### src/rtl/aes_ctrl_pkg.sv
// Shared types and constants for the AES block controller.
// Holds the FSM state enum, block size and the full-pad byte.
package aes_ctrl_pkg;

  localparam int BLK_BYTES = 16;

  localparam logic [7:0] PAD_FULL = 8'h10;

  typedef enum logic [2:0] {
    S_FILL,
    S_PAD,
    S_START,
    S_WAIT,
    S_XPAD
  } state_t;

endpackage

### src/rtl/aes_blk_ctrl_wait_timer.sv
// Wait timer: counts enabled cycles, flags when LIMIT cycles elapse.
// Ports: clk, rst, clear, enable in; reached out (last allowed cycle).
module wait_timer #(
  parameter int LIMIT = 64
) (
  input  logic clk,
  input  logic rst,
  input  logic clear,
  input  logic enable,
  output logic reached
);

  localparam int W = $clog2(LIMIT) + 1;

  logic [W-1:0] count;

  // count is 0 in the first enabled cycle, so this marks cycle LIMIT
  assign reached = enable && (count == W'(LIMIT - 1));

  always_ff @(posedge clk or posedge rst) begin
    if (rst) begin
      count <= '0;
    end else if (clear) begin
      count <= '0;
    end else if (enable && !reached) begin
      count <= count + W'(1);
    end
  end

endmodule

### src/rtl/aes_blk_ctrl.sv
// Packs packet bytes into 16-byte AES blocks with PKCS#7 padding.
// Ports: wr_* byte in, full; aes_block/start/last/done core side; status.
module aes_blk_ctrl #(
  parameter int WAIT_LIMIT = 64,
  parameter int BLK_BYTES  = 16
) (
  input  logic         clk,
  input  logic         rst,
  input  logic [7:0]   wr_data,
  input  logic         wr_en,
  input  logic         wr_eop,
  output logic         full,
  output logic [127:0] aes_block,
  output logic         aes_start,
  output logic         aes_last,
  input  logic         aes_done,
  output logic [15:0]  blk_count,
  output logic         ovf_err,
  output logic         tmo_err
);

  import aes_ctrl_pkg::*;

  localparam logic [3:0] LAST = 4'(BLK_BYTES - 1);

  state_t       state, state_d;
  logic [3:0]   cnt, cnt_d;
  logic         xpad, xpad_d;
  logic [127:0] blk, blk_d;
  logic         last, last_d;
  logic [15:0]  bcnt, bcnt_d;
  logic         ovf, ovf_d;
  logic         tmo, tmo_d;
  logic         in_wait;
  logic         tmr_hit;
  logic [7:0]   pad_n;

  assign in_wait = (state == S_WAIT);

  wait_timer #(
    .LIMIT(WAIT_LIMIT)
  ) u_tmr (
    .clk    (clk),
    .rst    (rst),
    .clear  (!in_wait),
    .enable (in_wait),
    .reached(tmr_hit)
  );

  // cnt holds the index of the eop byte, so N = 15 - cnt
  assign pad_n = {4'h0, LAST - cnt};

  always_comb begin
    state_d = state;
    cnt_d   = cnt;
    xpad_d  = xpad;
    blk_d   = blk;
    last_d  = last;
    bcnt_d  = bcnt;
    ovf_d   = ovf | (wr_en & (state != S_FILL));
    tmo_d   = tmo;
    unique case (state)
      S_FILL: begin
        if (wr_en) begin
          blk_d[{LAST - cnt, 3'b000} +: 8] = wr_data;
          if (cnt == LAST) begin
            state_d = S_START;
            cnt_d   = '0;
            last_d  = 1'b0;
            xpad_d  = wr_eop;
          end else if (wr_eop) begin
            state_d = S_PAD;
          end else begin
            cnt_d = cnt + 4'd1;
          end
        end
      end
      S_PAD: begin
        for (int i = 0; i < BLK_BYTES; i++) begin
          if (4'(i) > cnt) begin
            blk_d[8*(BLK_BYTES-1-i) +: 8] = pad_n;
          end
        end
        last_d  = 1'b1;
        cnt_d   = '0;
        state_d = S_START;
      end
      S_START: begin
        bcnt_d  = bcnt + 16'd1;
        state_d = S_WAIT;
      end
      S_WAIT: begin
        // done wins over a timeout landing in the same cycle
        if (aes_done) begin
          state_d = xpad ? S_XPAD : S_FILL;
          cnt_d   = '0;
        end else if (tmr_hit) begin
          tmo_d   = 1'b1;
          cnt_d   = '0;
          xpad_d  = 1'b0;
          state_d = S_FILL;
        end
      end
      S_XPAD: begin
        blk_d   = {16{PAD_FULL}};
        last_d  = 1'b1;
        xpad_d  = 1'b0;
        state_d = S_START;
      end
      default: state_d = S_FILL;
    endcase
  end

  always_ff @(posedge clk or posedge rst) begin
    if (rst) begin
      state <= S_FILL;
      cnt   <= '0;
      xpad  <= 1'b0;
      blk   <= '0;
      last  <= 1'b0;
      bcnt  <= '0;
      ovf   <= 1'b0;
      tmo   <= 1'b0;
    end else begin
      state <= state_d;
      cnt   <= cnt_d;
      xpad  <= xpad_d;
      blk   <= blk_d;
      last  <= last_d;
      bcnt  <= bcnt_d;
      ovf   <= ovf_d;
      tmo   <= tmo_d;
    end
  end

  assign full      = (state != S_FILL);
  assign aes_start = (state == S_START);
  assign aes_block = blk;
  assign aes_last  = last;
  assign blk_count = bcnt;
  assign ovf_err   = ovf;
  assign tmo_err   = tmo;

endmodule

### config.mk
export PLATFORM = sky130hd
export DESIGN_NAME = aes_blk_ctrl
export DESIGN_NICKNAME = d
export VERILOG_FILES = /design/src/rtl/aes_ctrl_pkg.sv /design/src/rtl/aes_blk_ctrl_wait_timer.sv /design/src/rtl/aes_blk_ctrl.sv
export SDC_FILE = /design/constraint.sdc
export NUM_CORES = 1
export LEC_CHECK = 0
export CELL_PAD_IN_SITES_DETAIL_PLACEMENT = 0
export CELL_PAD_IN_SITES_GLOBAL_PLACEMENT = 1
export CORE_UTILIZATION = 40
export CTS_BUF_LIST = sky130_fd_sc_hd__clkbuf_8 sky130_fd_sc_hd__clkbuf_16
export DETAILED_ROUTE_END_ITERATION = 10
export PLACE_DENSITY_LB_ADDON = 0.15
export SYNTH_ARGS = -nofsm -noshare
export SYNTH_HDL_FRONTEND = slang
export SYNTH_SLANG_ARGS = --single-unit
export TNS_END_PERCENT = 20
### constraint.sdc
create_clock -name clk -period 5.5 [get_ports clk]
set_input_delay 0.55 -clock clk [delete_from_list [all_inputs] [get_ports clk]]
set_output_delay 0.55 -clock clk [all_outputs]
set_load 0.03 [all_outputs]
Word level (Yosys, flattened, before mapping)
Index checks and enable logic that the tools add are counted.

storage, ports and cells
  input port bits = 13
  logic and storage cells = 153
  register bits after elaboration = 162
  output and inout port bits = 149

cells by class
  equality and inequality tests = 30
  reduce and logical (&&, ||, !) cells = 31
  add/subtract/negate cells = 5
  bitwise operators = 3
  mux-type cells = 42
  order comparisons = 16
  shift operators = 2

operator list
  operator                                                                 number
  128-bit one-hot mux with 3 select lines                                  1
  128-bit bitwise mux                                                      1
  128-bit two-way mux                                                      1
  8-bit two-way mux                                                        16
  8-bit by 9-bit variable shift with 128-bit output, first input constant  1
  8-bit by 9-bit variable part select with 128-bit output                  1
  3-bit AND reduction                                                      19
  2-bit != test, second input constant                                     21
  4-bit > comparator, first input constant                                 8
  4-bit two-way mux                                                        5
  3-bit two-way mux                                                        6
  16-bit by 1-bit adder with 16-bit output, second input constant          1
  3-bit by 4-bit > comparator with 1-bit output, first input constant      4
  7-bit two-way mux                                                        2
  3-bit one-hot mux with 4 select lines                                    1
  4-bit one-hot mux with 3 select lines                                    1
  3-bit nonzero test                                                       4
  3-bit != test, second input constant                                     3
  7-bit negation with 9-bit output                                         1
  1-bit by 4-bit > comparator with 1-bit output, first input constant      2
  2-bit by 4-bit > comparator with 1-bit output, first input constant      2
  7-bit by 1-bit adder with 7-bit output, second input constant            1
  7-bit by 6-bit == test with 1-bit output, second input constant          1
  3-bit by 2-bit == test with 1-bit output, second input constant          2
  other kinds (18)                                                         24

Depth between registers and ports, before layout
Gate-level depths: netlist of run 1.

  word-level depth = 6
  mapped depth = 10

Cells and area by module
From an unflattened synthesis of run 1, not the netlist that was laid out.

second synthesis, totals
  cell total of the unflattened synthesis = 758
  area, all modules = 7753.7 µm²

by module, submodules not included
  module        area an instance (µm²)  seq. area each (µm²)  instances  cells each
  aes_blk_ctrl  7392.1                  3878.7                1          723
  wait_timer    361.6                   175.2                 1          35

Worst setup path before layout of run 1
Ideal clock, no wire load.

  path kind = register to register
  start = register cnt[0]
  end = register with a tool-made name
  library setup time = 132 ps
  data arrival time = 2407 ps
  stages on the path, launching flop included = 10
  path slack = 2961 ps
  cell sequence = dfrtp_1 > clkinv_1 > ha_1 > clkbuf_1 > nand2b_1 > nor3_2 > o221ai_1 > buf_2 > nand2_1 > o21ai_1

RTL lines
  item                    RTL line             text
  from (decl)             aes_blk_ctrl.sv:27   logic [3:0] cnt, cnt_d;
  from (signal assigned)  aes_blk_ctrl.sv:126  cnt <= cnt_d;

Final worst setup path of run 1
  start = register cnt[0]
  end = register blk[7], in the netlist aes_block[7]

between the ends
  cells in the longest elaborated chain, start to end = 6

RTL lines
  item                                                                                                                          RTL line             text
  4-bit subtractor                                                                                                              aes_blk_ctrl.sv:65   blk_d[{LAST - cnt, 3'b000} +: 8] = wr_data;
  7-bit negation with 9-bit output                                                                                              aes_blk_ctrl.sv:65
  8-bit by 9-bit variable part select with 128-bit output or 8-bit by 9-bit variable shift with 128-bit output (tied branches)  aes_blk_ctrl.sv:65
  128-bit bitwise mux                                                                                                           aes_blk_ctrl.sv:65
  128-bit two-way mux                                                                                                           aes_blk_ctrl.sv:64   if (wr_en) begin
  128-bit one-hot mux with 3 select lines                                                                                       aes_blk_ctrl.sv:62   unique case (state)
  to (signal assigned)                                                                                                          aes_blk_ctrl.sv:128  blk <= blk_d;
  to (decl)                                                                                                                     aes_blk_ctrl.sv:29   logic [127:0] blk, blk_d;

Parallel ways exist; a longest one is shown, timed or not. The select of a mux whose other input is x is not followed.
A chain may end at the register's enable or synchronous reset.

==> out/summary.json, run 1 <==
{
  "run_status": "finished, final reports clean",
  "post-route-util": 0.530,
  "drt_first_pass_iters": 6,
  "tritoncts": "built",
  "clock-sinks": 162,
  "synthesis.nets": 800,
  "finalMaxSlewViolations": 0,
  "worst-path-buf-inv": 1,
  "yosys.cell_count.top_type": "dfrtp_1",
  "critPathSlowestCell": "dfrtp_1",
  "yosys_warnings": 0,
  "initial_core_util": 0.410,
  "synth_seq_area_share": 0.507,
  "diodes": 0,
  "chipWidth_um": 143,
  "max_clock_freq_mhz": 280,
  "clock_latency_at_the_later_pin_of_the_worst_skew_pair_ns": 0.43,
  "grt_overall_usage": 0.249,
  "postSynthCellCount": 781,
  "worst-slew-pin-transition_ns": 1.22,
  "initialDrtViolationCount": 513,
  "post_cts_hold_buffer_count": 0,
  "share_of_layout_cells_above_drive_strength_1": 0.0918,
  "via_count": 6806,
  "grt_first_pass_wirelength_um": 38500,
  "wl_um": 24800,
  "max-cap-violations": 0,
  "async_reset_ff_frac": 1.00,
  "synth_cell_types": 76,
  "pwr_density_cell_mw_per_mm2": 540,
  "hold_viol_final": 0,
  "grt-ovfl-total": 0,
  "final.setup.tns_ns": 0,
  "globalplace.congestion": 0.863,
  "syn_area_mm2": 0.00800,
  "post_drt_via_cell_ratio": 5.66,
  "ys_seq_elements": 162,
  "synth-edff-count": 0,
  "ctsRootBufferMaster": "clkbuf_16",
  "start_kind": "register",
  "dieHeight_um": 143,
  "tritoncts.num_buffers": 17,
  "grt_start_max_net_pins": 110,
  "synth_area_leader": "dfrtp_1",
  "cts_setup_buffers": 0,
  "report.power.total_uw": 5590,
  "post_cts_resize_count": 0,
  "drc_errors": 0,
  "std_cell_rows": 51,
  "grt_pass1_vias": 6788,
  "flow.area_growth_from_synthesis_pct": 29.3,
  "critPathKind": "register to register",
  "unrepaired_setup_endpoints_after_global_routing": "no",
  "postSynthAreaPerCell_um2": 10.2,
  "synthDominantCellAreaShare": 0.507,
  "finClkSkew_ns": 0.00728,
  "floorplan.core_area_mm2": 0.0195,
  "ir_drop_v": 0.000265,
  "crit_path_max_incr_delay_ns": 0.63,
  "clkSlewWorstSetupHoldPaths_ns": 0.07,
  "synth.top_cells.by_count": "dfrtp_1 (162), nand2_1 (91), a21oi_1 (50), o21ai_0 (49), nor2_1 (39)",
  "static-leakage-power_uw": 0.00421,
  "post_synth_main_area_contributors": "dfrtp_1 (51%), nand2_1 (4.3%), a21oi_1 (3.1%), mux2_1 (3.1%), o21ai_0 (3.1%)",
  "timing.slew.headroom": 0.189,
  "crit_chain": "clkinv_1, ha_1, nand2b_1, nor3_2, o221ai_1, a22o_1",
  "grt_antenna_before_repair": 0,
  "place.detailed.hpwl_um": 17600,
  "design.die.area_mm2": 0.0206,
  "worstPathArrival_ns": 3.89,
  "path_max_fanout": 15,
  "port-buffer-count": 161,
  "ant_nets": 0,
  "holdCritPathClass": "register to register",
  "cts.path.max_buffers": 2,
  "cts_max_level": 4,
  "final_net_count": 943,
  "gate_family_responsible_for_the_most_delay_along_the_worst_path": "compound AO/OA/AOI/OAI gates",
  "setup_viol": 0,
  "worst_endpoint_required_time_ns": 5.81,
  "floorplan.io_pins": 162,
  "timing.final.crit_share": 0.650,
  "ys.flop_type": "dfrtp_1",
  "avgRoutedWirePerCell_um": 20.6,
  "timing.final.crit_period_ns": 3.58,
  "end_kind": "register"
}
## layout by cell type (no fill, tap or decap), types with 3 or more instances in the layout
| master | count |
|---|---|
| inv_1 | 34 |
| mux2_2 | 19 |
| a32o_1 | 4 |
| and2_1 | 3 |
| a21oi_1 | 50 |
| nor2b_1 | 5 |
| xnor2_1 | 17 |
| o2bb2ai_1 | 12 |
| o31ai_1 | 18 |
| dfrtp_1 | 162 |
| mux2_1 | 22 |
| a21oi_4 | 4 |
| nand2_1 | 91 |
| o21ai_0 | 49 |
| o22ai_1 | 7 |
| nor2_1 | 39 |
| or3_1 | 3 |
| a21oi_2 | 6 |
| nand3_1 | 25 |
| mux2i_1 | 10 |
| o211ai_1 | 3 |
| o21a_1 | 7 |
| ha_1 | 6 |
| clkdlybuf4s50_1 | 161 |
| a22o_1 | 13 |
| and3_1 | 11 |
| o22a_1 | 6 |
| o21ai_1 | 28 |
| a21o_1 | 4 |
| a31oi_1 | 3 |
| nor3_1 | 14 |
| nand4_1 | 9 |
| a2111oi_4 | 3 |
| nand2b_1 | 8 |
| clkinv_2 | 4 |
| inv_6 | 6 |
| clkbuf_16 | 17 |
## layer usage
layer / vias up / GRT usage / wire length [µm]
met5: - / 0 / 0
met4: 0 / 0.0868 / 589
met3: 40 / 0.0526 / 1650
met2: 284 / 0.394 / 11600
met1: 3391 / 0.337 / 11000
li1: 3091 / - / -
## worst reg2reg max path: cells and delay by family, from the launching register on
| family | cells | cell delay (ns) |
|---|---|---|
| AO/OA/AOI/OAI | 2 | 1.00 |
| AND/OR/NAND/NOR | 2 | 0.78 |
| flip-flops | 1 | 0.63 |
| adder cells (fa/ha/maj) | 1 | 0.58 |
| buffers and inverters | 1 | 0.47 |
## area by class of cell
class                           count  area (µm²)
Sequential cell                   162        4050
Fill cell                        1780        9180
Clock inverter                     14         129
Inverter                           38         148
Timing Repair Buffer              163        1630
Clock buffer                       18         439
Multi-Input combinational cell    542        3620
Tap cell                          265         332
## per-stage QoR
step / instance area [µm²] / setup slack [ns] / hold slack [ns] / instances
detailed placement: 9780 / 1.99 / 0.447 / 1170
CTS: 10300 / 1.97 / 0.462 / 1202
finish: 10300 / 1.92 / 0.460 / 1202
global route: 10300 / 1.61 / 0.483 / 1202
global placement: 9780 / 2.18 / 0.441 / 1170
floorplan: 8000 / 0.573 / 0.462 / 781
## report_power, final
| part | leakage (µW) | total, µW | internal, µW | switching, µW |
|---|---|---|---|---|
| combinational | 0.00178 | 2620 | 979 | 1640 |
| sequential | 0.00215 | 1810 | 1520 | 286 |
| clock | 0.000280 | 1160 | 643 | 517 |
| total | 0.00421 | 5590 | 3140 | 2440 |
## cells by family after synthesis
kind of cell    after synthesis  synth area share
compound gates              238             0.212
buf+inv                      77            0.0413
fa+ha+maj                     6           0.00938
xor+xnor                     20            0.0228
simple gates                227             0.137
flops                       162             0.507
mux                          51            0.0702
## worst paths after layout
| check | end | slack [ns] | cells past startpoint | from |
|---|---|---|---|---|
| worst max-delay path | aes_block[7]$_DFFE_PP0P_ | 1.92 | 6 | cnt[0]$_DFFE_PP0P_ |
| worst min-delay path | ovf_err$_DFF_PP0_ | 0.46 | 1 | ovf_err$_DFF_PP0_ |
| worst max register to register | aes_block[7]$_DFFE_PP0P_ | 1.92 | 6 | cnt[0]$_DFFE_PP0P_ |
| worst min register to register | ovf_err$_DFF_PP0_ | 0.46 | 1 | ovf_err$_DFF_PP0_ |
| max in group asynchronous | asynchronous set/reset pin | 3.41 | 3 | rst |
| min in group asynchronous | blk_count[6]$_DFFE_PP0P_ | 0.72 | 2 | rst |
Note: power is estimated with default switching activity, not from simulation.
==> inputs of run 2 (changes only) <==
Settings changed: CORE_UTILIZATION 40 to 36.
Clock period 5.5 ns to 3.05 ns, I/O delays scaled along.
==> out/summary.json, run 2 (same netlist as run 1, synthesis figures left out) <==
{
  "end_kind": "output pin",
  "ctsRootBufferMaster": "clkbuf_16",
  "max_clock_freq_mhz": 365,
  "grt_antenna_before_repair": 0,
  "post_cts_resize_count": 0,
  "critPathKind": "register to output pin",
  "holdCritPathClass": "primary input to asynchronous set/reset pin",
  "critPathSlowestCell": "dfrtp_1",
  "dieHeight_um": 151,
  "crit_chain": "nor3_1, inv_1, clkdlybuf4s50_1",
  "r2r-start": "cnt[0]$_DFFE_PP0P_",
  "mostFrequentLayoutCell": "dfrtp_1",
  "initialDrtViolationCount": 298,
  "power_frac_clock": 0.224,
  "timing.slew.headroom": 0.358,
  "post-route-util": 0.493,
  "final.setup.tns_ns": 0,
  "grt_overall_usage": 0.229,
  "final_net_count": 984,
  "cts.path.max_buffers": 2,
  "crit_path_max_incr_delay_ns": 0.63,
  "grt_first_pass_wirelength_um": 38800,
  "tritoncts": "built",
  "place.detailed.instances": 1226,
  "timing.final.crit_share": 0.899,
  "place.detailed.hpwl_um": 17900,
  "clock-sinks": 162,
  "finClkSkew_ns": 0.00732,
  "grt-ovfl-total": 0,
  "chipWidth_um": 151,
  "clock_latency_at_the_later_pin_of_the_worst_skew_pair_ns": 0.43,
  "cts_max_level": 4,
  "floorplan.core_area_mm2": 0.0218,
  "grt_pass1_vias": 6699,
  "post_drt_via_cell_ratio": 5.39,
  "finalMaxSlewViolations": 0,
  "clkSlewWorstSetupHoldPaths_ns": 0.07,
  "path_max_fanout": 19,
  "hold_viol_final": 0,
  "globalplace.congestion": 0.832,
  "worst-slew-pin-transition_ns": 0.962,
  "worstPathArrival_ns": 2.44,
  "worst_endpoint_required_time_ns": 2.74,
  "seq_power_share": 0.304,
  "run_status": "finished, final reports clean",
  "drc_errors": 0,
  "setup_viol": 0,
  "sw_power_uw": 4390,
  "timing.final.crit_period_ns": 2.74,
  "drt_first_pass_iters": 5,
  "cts_setup_buffers": 0,
  "swShare": 0.418,
  "via_count": 6781,
  "pwr_density_cell_mw_per_mm2": 976,
  "n_fill_cell": 2052,
  "start_kind": "register",
  "max-cap-violations": 0,
  "avgRoutedWirePerCell_um": 19.9,
  "cp-startpoint": "state[2]$_DFFE_PP0P_",
  "share_of_layout_cells_above_drive_strength_1": 0.128,
  "finalNonFillerCells": 1257,
  "design.die.area_mm2": 0.0228,
  "ant_nets": 0,
  "initial_core_util": 0.367,
  "std_cell_rows": 54,
  "static-leakage-power_uw": 0.00445,
  "port-buffer-count": 161,
  "diodes": 0,
  "comb_power_share": 0.472,
  "worst-path-buf-inv": 2,
  "floorplan.io_pins": 162,
  "grt_start_max_net_pins": 97,
  "wl_um": 25000,
  "most_frequent_cells_in_the_layout": "dfrtp_1 (162), clkdlybuf4s50_1 (161), nand2_1 (91), a21oi_1 (50), o21ai_0 (49)",
  "intPower_uw": 6120,
  "flow.area_growth_from_synthesis_pct": 34.6,
  "ir_drop_v": 0.000473,
  "unrepaired_setup_endpoints_after_global_routing": "no",
  "post_cts_hold_buffer_count": 0,
  "tritoncts.num_buffers": 17,
  "gate_family_responsible_for_the_most_delay_along_the_worst_path": "buffers and inverters"
}
[run 2: per-layer routing]
metal | wire length, µm | vias up | share of wire | track usage
met2 | 11700 | 223 | 0.47 | 0.357
met3 | 1260 | 33 | 0.050 | 0.0383
met1 | 11500 | 3347 | 0.46 | 0.318
met5 | 0 | - | 0 | 0
li1 | - | 3178 | - | -
met4 | 536 | 0 | 0.021 | 0.0860
[run 2: final timing paths]
| kind | to | slack [ns] | cells after the start |
|---|---|---|---|
| setup / recovery | full | 0.31 | 3 |
| hold / removal | blk_count[13]$_DFFE_PP0P_ | 0.22 | 2 |
| setup reg to reg | register | 0.41 | 7 |
| hold reg to reg | ovf_err$_DFF_PP0_ | 0.47 | 1 |
| max in group asynchronous | state[1]$_DFFE_PP0P_ | 1.96 | 3 |
| min in group clk | ovf_err$_DFF_PP0_ | 0.47 | 1 |
[run 2: stage by stage]
| step | power (µW) | area, µm² | setup WS [ns] | hold WS [ns] |
|---|---|---|---|---|
| finish | 10500 | 10800 | 0.308 | 0.223 |
| global placement | 8190 | 10100 | 0.491 | 0.441 |
| global route | 11100 | 10800 | 0.233 | 0.245 |
| CTS | 10600 | 10800 | 0.327 | 0.223 |
| detailed placement | 8200 | 10100 | 0.463 | 0.457 |
| floorplan | 6150 | 8000 | 0.511 | 0.407 |
[run 2: final cells by class]
cell class / instances / area (µm²) / share of cell area
clock inverter: 11 / 175 / 0.0163
clock buffer: 20 / 467 / 0.0433
multi-input combinational: 542 / 3620 / 0.336
inverter: 38 / 146 / 0.0136
timing repair buffer: 204 / 1960 / 0.182
sequential: 162 / 4050 / 0.376
tap: 280 / 350 / 0.0325
[run 2: power groups by stage]
| stage | combinational [µW] | clock (µW) | sequential [µW] |
|---|---|---|---|
| 2_1_floorplan | 1960 | 0 | 4190 |
| 3_3_place_gp | 4940 | 0 | 3250 |
| 3_5_place_dp | 4960 | 0 | 3240 |
| 4_1_cts | 4980 | 2400 | 3210 |
| 5_1_grt | 5320 | 2480 | 3290 |
| 6_report | 4960 | 2350 | 3200 |
